[config.mk]
export PLATFORM = sky130hd
export DESIGN_NAME = mem_access_unit
export DESIGN_NICKNAME = d
export VERILOG_FILES = /design/src/rtl/mem_pkg.sv /design/src/rtl/mem_lane_align.sv /design/src/rtl/mem_access_unit.sv
export SDC_FILE = /design/constraint.sdc
export NUM_CORES = 1
export LEC_CHECK = 0
export CORE_MARGIN = 2
export CORE_UTILIZATION = 30
export DETAILED_ROUTE_END_ITERATION = 12
export PLACE_DENSITY_LB_ADDON = 0.1
export SLEW_MARGIN = 20
export SYNTH_ARGS = -nofsm -noshare
export SYNTH_HDL_FRONTEND = slang
export SYNTH_SLANG_ARGS = --single-unit
[constraint.sdc]
create_clock -name clk -period 11.85 [get_ports clk]
set_input_delay 2.37 -clock clk [delete_from_list [all_inputs] [get_ports clk]]
set_output_delay 2.37 -clock clk [all_outputs]
set_load 0.02 [all_outputs]
[src/rtl/mem_pkg.sv]
// rtl/mem_pkg.sv - shared size codes, cause codes, FSM states and lane helpers for mem_access_unit
package mem_pkg;

    localparam logic [1:0] SZ_WORD  = 2'b00;
    localparam logic [1:0] SZ_HALF  = 2'b01;
    localparam logic [1:0] SZ_BYTE  = 2'b10;
    localparam logic [1:0] SZ_DWORD = 2'b11;

    localparam logic [4:0] CAUSE_ADEL = 5'd4;
    localparam logic [4:0] CAUSE_ADES = 5'd5;
    localparam logic [4:0] CAUSE_DBE  = 5'd7;

    typedef enum logic [1:0] {
        IDLE = 2'd0,
        REQ  = 2'd1,
        DONE = 2'd2,
        ERR  = 2'd3
    } state_t;

    // A dword request on a 32-bit bus behaves exactly like a word request.
    function automatic logic [1:0] norm_size(input logic [1:0] size, input int data_w);
        return (size == SZ_DWORD && data_w < 64) ? SZ_WORD : size;
    endfunction

    // Address bits that must be zero for an access of this (normalised) size.
    function automatic logic [2:0] size_mask(input logic [1:0] size);
        case (size)
            SZ_BYTE: return 3'd0;
            SZ_HALF: return 3'd1;
            SZ_WORD: return 3'd3;
            default: return 3'd7;
        endcase
    endfunction

endpackage

[src/rtl/mem_lane_align.sv]
// rtl/mem_lane_align.sv - byte-enable generation, store lane replication and load extraction/extension
//
// Ports: size/sign/offset describe the access; wdata is right-justified store data, rdata is the
// raw bus word. be, wdata_lane and rdata_ext are purely combinational results.
module mem_lane_align
    import mem_pkg::*;
#(
    parameter int DATA_W = 32
) (
    input  logic [1:0]                   size,
    input  logic                         sign,
    input  logic [$clog2(DATA_W/8)-1:0]  offset,
    input  logic [DATA_W-1:0]            wdata,
    input  logic [DATA_W-1:0]            rdata,
    output logic [DATA_W/8-1:0]          be,
    output logic [DATA_W-1:0]            wdata_lane,
    output logic [DATA_W-1:0]            rdata_ext
);

    localparam int NB = DATA_W / 8;
    localparam int OW = $clog2(NB);

    logic [1:0]        eff;
    logic [OW-1:0]     lane;
    logic [DATA_W-1:0] shifted;
    logic [DATA_W-1:0] keep;
    logic              msb;

    always_comb begin
        eff        = norm_size(size, DATA_W);
        // Low offset bits below the access size are dropped, so unaligned
        // requests collapse onto the naturally aligned lane.
        lane       = offset & ~OW'(size_mask(eff));
        shifted    = rdata >> {lane, 3'b000};
        be         = '0;
        wdata_lane = '0;
        keep       = '1;
        msb        = 1'b0;
        case (eff)
            SZ_BYTE: begin
                be         = NB'(1) << lane;
                wdata_lane = {NB{wdata[7:0]}};
                keep       = DATA_W'(8'hFF);
                msb        = shifted[7];
            end
            SZ_HALF: begin
                be         = NB'(3) << lane;
                wdata_lane = {(NB/2){wdata[15:0]}};
                keep       = DATA_W'(16'hFFFF);
                msb        = shifted[15];
            end
            SZ_WORD: begin
                be         = NB'(15) << lane;
                wdata_lane = {(NB/4){wdata[31:0]}};
                keep       = DATA_W'(32'hFFFF_FFFF);
                msb        = shifted[31];
            end
            default: begin
                be         = '1;
                wdata_lane = wdata;
                keep       = '1;
                msb        = shifted[DATA_W-1];
            end
        endcase
        // Bits above the access size take the sign bit or zero.
        rdata_ext = (shifted & keep) | ({DATA_W{sign & msb}} & ~keep);
    end

endmodule

[src/rtl/mem_access_unit.sv]
// rtl/mem_access_unit.sv - single-outstanding CPU load/store/fetch unit driving a req/ack memory bus
//
// Ports: cpu_* is the datapath side (request in, busy/done/err/rdata out), mem_* is the
// word-aligned bus side with byte enables. err_cause carries the CP0 cause code.
// Build option: MEM_MISALIGN_TRAP_EN traps size-misaligned requests (AdEL/AdES) instead of
// silently aligning them.
module mem_access_unit
    import mem_pkg::*;
#(
    parameter int ADDR_W      = 32,
    parameter int DATA_W      = 32,
    parameter int TIMEOUT_CYC = 16
) (
    input  logic                  clk,
    input  logic                  rst,
    input  logic                  cpu_req,
    input  logic                  cpu_we,
    input  logic [1:0]            cpu_size,
    input  logic                  cpu_sign,
    input  logic [ADDR_W-1:0]     cpu_addr,
    input  logic [DATA_W-1:0]     cpu_wdata,
    output logic [DATA_W-1:0]     cpu_rdata,
    output logic                  cpu_busy,
    output logic                  cpu_done,
    output logic                  cpu_err,
    output logic [4:0]            err_cause,
    output logic [ADDR_W-1:0]     mem_addr,
    output logic                  mem_req,
    output logic                  mem_we,
    output logic [DATA_W/8-1:0]   mem_be,
    output logic [DATA_W-1:0]     mem_wdata,
    input  logic [DATA_W-1:0]     mem_rdata,
    input  logic                  mem_ack
);

    localparam int NB    = DATA_W / 8;
    localparam int OW    = $clog2(NB);
    localparam int CNT_W = $clog2(TIMEOUT_CYC + 2);

    state_t            state;
    logic [1:0]        size_q;
    logic              sign_q;
    logic [OW-1:0]     off_q;
    logic [CNT_W-1:0]  cnt;

    // The aligner sees the live request while idle (to build bus lanes at
    // acceptance) and the latched request afterwards (to extract load data).
    logic [1:0]        a_size;
    logic              a_sign;
    logic [OW-1:0]     a_off;
    logic [NB-1:0]     a_be;
    logic [DATA_W-1:0] a_wdata;
    logic [DATA_W-1:0] a_rdata;
    logic              timeout_hit;

    assign a_size      = (state == IDLE) ? cpu_size : size_q;
    assign a_sign      = (state == IDLE) ? cpu_sign : sign_q;
    assign a_off       = (state == IDLE) ? cpu_addr[OW-1:0] : off_q;
    assign timeout_hit = (TIMEOUT_CYC != 0) && (cnt == CNT_W'(TIMEOUT_CYC));

`ifdef MEM_MISALIGN_TRAP_EN
    logic misaligned;
    assign misaligned = |(cpu_addr[OW-1:0] & OW'(size_mask(norm_size(cpu_size, DATA_W))));
`endif

    mem_lane_align #(.DATA_W(DATA_W)) u_align (
        .size       (a_size),
        .sign       (a_sign),
        .offset     (a_off),
        .wdata      (cpu_wdata),
        .rdata      (mem_rdata),
        .be         (a_be),
        .wdata_lane (a_wdata),
        .rdata_ext  (a_rdata)
    );

    always_ff @(posedge clk or posedge rst) begin
        if (rst) begin
            state     <= IDLE;
            size_q    <= '0;
            sign_q    <= 1'b0;
            off_q     <= '0;
            cnt       <= '0;
            cpu_rdata <= '0;
            cpu_busy  <= 1'b0;
            cpu_done  <= 1'b0;
            cpu_err   <= 1'b0;
            err_cause <= '0;
            mem_addr  <= '0;
            mem_req   <= 1'b0;
            mem_we    <= 1'b0;
            mem_be    <= '0;
            mem_wdata <= '0;
        end else begin
            cpu_done <= 1'b0;
            cpu_err  <= 1'b0;
            case (state)
                IDLE: begin
                    if (cpu_req) begin
                        size_q <= cpu_size;
                        sign_q <= cpu_sign;
                        off_q  <= cpu_addr[OW-1:0];
`ifdef MEM_MISALIGN_TRAP_EN
                        if (misaligned) begin
                            state     <= ERR;
                            cpu_err   <= 1'b1;
                            err_cause <= cpu_we ? CAUSE_ADES : CAUSE_ADEL;
                        end else begin
`else
                        begin
`endif
                            state     <= REQ;
                            cpu_busy  <= 1'b1;
                            cnt       <= '0;
                            mem_req   <= 1'b1;
                            mem_addr  <= {cpu_addr[ADDR_W-1:OW], {OW{1'b0}}};
                            mem_we    <= cpu_we;
                            mem_be    <= a_be;
                            mem_wdata <= a_wdata;
                        end
                    end
                end
                REQ: begin
                    // An ack arriving on the timeout cycle still wins.
                    if (mem_ack) begin
                        state     <= DONE;
                        mem_req   <= 1'b0;
                        cpu_busy  <= 1'b0;
                        cpu_done  <= 1'b1;
                        cpu_rdata <= a_rdata;
                    end else if (timeout_hit) begin
                        state     <= ERR;
                        mem_req   <= 1'b0;
                        cpu_busy  <= 1'b0;
                        cpu_err   <= 1'b1;
                        err_cause <= CAUSE_DBE;
                    end else begin
                        cnt <= cnt + 1'b1;
                    end
                end
                DONE:    state <= IDLE;
                default: state <= IDLE;
            endcase
        end
    end

endmodule

==> summary.md <==
| Metric | Value |
|---|---|
| Mapped Cells | between 500 and 600 |
| Sequential cell area fraction in the yosys report | 52.6% |
| Antenna-violating nets left | 0 |
| Final slew viol count | 0 |
| Root Buffer | clkbuf_16 |
| Pin count of the biggest net entering global routing | between 60 and 70 |
| Pwr dens | 242 mW/mm² |
| Fill count | around 1,700 |
| # port buffers | 209 |
| Max Freq | 0.163 GHz |
| Total Wirelength | around 18,000 µm |
| Slew HR | roughly 29% |
| Post-route setup TNS | 0 ps |
| Fin crit share | between 50% and 60% |
| VDD IR max | ~0.00010 V |
| Vias | between 5,000 and 6,000 |
| Die width | 139 µm |
| HP Class | register to register |
| First-pass GRT wire length | 28,800 µm |
| Layout cells sized above 1 | around 6.3% |
| Met2 usage | between 30% and 40% |
| DRC | 0 |
| Skew final | approximately 16 ps |
| Fin nets | 893 |
| Min Tclk post-route | 6140 ps |
| Mean Syn Cell Area | just over 9 µm² |
| # diodes | 0 |
| Number of global-route vias before repair | approximately 5,200 |
| Cts bufs inserted | 17 |
| Worst EP arrival | approximately 6400 ps |
| Synthesis warning total | 0 |
| Clock tree buffer depth | 2 |
| # resized after CTS | 0 |
| CP required | approximately 12,000 ps |
| Seq cells post-synth | about 120 |
| Leak | between 3 and 4 nW |
| Initial core utilization | 30.5% |
| Fin area | around 0.0083 mm² |
| Final Util | 46.3% |
| CTS H-tree lvls | 4 |
| Number of synthesized flops with an enable pin | 0 |
| Drt wl/cell | 17.7 µm |
| RD Place Congestion | ~0.86 |
| Worst Setup End Kind | register |
| Worst skew pair latency | roughly 420 ps |
| Critical setup path kind | primary input to register |
| Row cnt | just under 50 |
| Post-CTS Hold Fix Bufs | 0 |
| Gr busiest metal | met2 |
| Met3 usage | 5.94% |
| RSZ-0062 raised after global routing | false |
| Area delta synth->final | 51.5% |
| Crit-path max FO | 24 |
| Fin Hold WS | roughly 470 ps |
| Status | completed |
| Placed cell areas | between 0.007 and 0.008 mm² |
| DRT iter0 DRCs | around 330 |
| CORE AREA | between 0.015 and 0.02 mm² |
| Tot GR Track Use | 18.8% |
| Setup violators final | 0 |
| CTS Sinks | ~120 |
| Crit path launch type | primary input |
| I/O pin cnt | roughly 210 |
| Met1 Usage GRT | ~24% |
| Worst-margin pin slew | about 1100 ps |
| Final hold vios | 0 |
| Vias per std cell | between 4 and 5 |
| Main flop type after synthesis | dfrtp_1 |
| Distinct cells, synth | 47 |
| Post-CTS Setup Repair Bufs | 0 |
| Reg clk slew, reported paths | 50 ps |
| Ys async rst share | 100% |
| Max-Cap Viols | 0 |
| Vert. Die Dim | about 140 µm |
| Die area | about 0.019 mm² |
| Antenna violations before repair | 1 |
| Total gr overflow | 0 |
| Detailed-placement wirelength estimate | between 10,000 and 15,000 µm |
| Syn Std Cell Area | between 0.005 and 0.006 mm² |
| CTS tree | done |
| Pre-antenna DRT Iters | 4 |
-- final timing paths --
check	slack (ps)	depth (start not counted)	start	to
worst max-delay path	5710	8	cpu_size[1]	cpu_rdata[30]
worst min-delay path	470	2	mem_addr[25]	mem_addr[25]
worst max register to register	7160	8	state[0]	cpu_rdata[30]
worst min register to register	470	2	mem_addr[25]	mem_addr[25]
max in group asynchronous	8140	3	rst	mem_wdata[17]
min in group asynchronous	2400	2	rst	mem_addr[12]
-- synthesized netlist by cell type (all sizes together) (2+ instances only) --
cell type | instances | share of area (%)
inv | 8 | 0.55
a22o | 8 | 1.3
ha | 4 | 0.92
o21bai | 7 | 0.96
clkbuf | 27 | 1.9
o31ai | 3 | 0.41
dfrtp | 115 | 53
o21ai | 25 | 2.5
mux2 | 8 | 1.6
xor2 | 3 | 0.48
buf | 20 | 2.4
mux2i | 18 | 3.3
nor2 | 59 | 4.1
a221oi | 8 | 1.3
a21oi | 33 | 3.1
nor4bb | 2 | 0.37
a21o | 2 | 0.27
nand4 | 2 | 0.23
o22ai | 14 | 1.6
a2111oi | 7 | 1.1
a2bb2oi | 8 | 1.3
a211oi | 15 | 2.1
nand2 | 169 | 12
nand3 | 14 | 1.3
or3b | 2 | 0.32
-- cells in the final DEF (no fill, tap or decap), drive strengths merged, types with 8 or more instances in the layout --
cell type	Yosys	layout
a211oi	15	15
a21oi	33	33
a221oi	8	8
a22o	8	8
a2bb2oi	8	8
clkbuf	27	22
clkdlybuf4s50	0	209
dfrtp	115	115
inv	8	8
mux2	8	8
mux2i	18	18
nand2	169	169
nand3	14	14
nor2	59	59
o21ai	25	25
o22ai	14	14
-- metal layers --
layer,share of wire [%],vias to the layer above
li1,-,2411
met1,44,2408
met2,47,214
met3,7.6,20
met4,1.5,2
met5,0.072,-
-- state kept, by name, indices dropped and copies added, names as in the netlist, 2 cells and up --
name	count
mem_wdata	32
cpu_rdata	32
size_q	2
cnt	5
state	2
mem_addr	30
mem_be	4
off_q	2
-- through the flow --
stage	std cells	power, mW	setup WS (ps)
after floorplan	599	1.07	6440
after global placement	995	1.47	5440
after detailed placement	995	1.48	5310
after CTS	1027	2.03	5750
after global routing	1027	2.13	5410
final	1027	2.01	5710
-- report_power, final --
part           total, mW  internal [mW]  switching (mW)
logic              0.846          0.378           0.469
registers          0.619          0.532          0.0869
clock network      0.542          0.361           0.181
-- logic make-up after synthesis --
| family | synth area share [%] |
|---|---|
| buffers and inverters | 4.85 |
| adder cells (fa/ha/maj) | 0.915 |
| AND/OR/NAND/NOR | 18.7 |
| AO/OA/AOI/OAI | 17.0 |
| XOR/XNOR | 0.481 |
| multiplexers | 5.35 |
| flip-flops | 52.6 |
| other | 0.0686 |
-- cell type report --
| type | count | area (µm²) | share of cell area, % |
|---|---|---|---|
| clock inverter | 10 | 155 | 1.87 |
| multi-input combinational | 429 | 2340 | 28.2 |
| clock buffer | 22 | 464 | 5.60 |
| timing repair buffer | 214 | 2130 | 25.7 |
| sequential | 115 | 2880 | 34.7 |
| tap | 229 | 287 | 3.46 |
| inverter | 8 | 32.5 | 0.393 |
-- worst max-delay path, cell delays in order --
cell and delay (ps):
clkdlybuf4s50_1 480, mux2_2 170, ha_1 820, o211ai_1 580, nand2_1 810, mux4_2 540, a22oi_4 430, o22ai_1 160
Power figures use the tool's default switching activity.
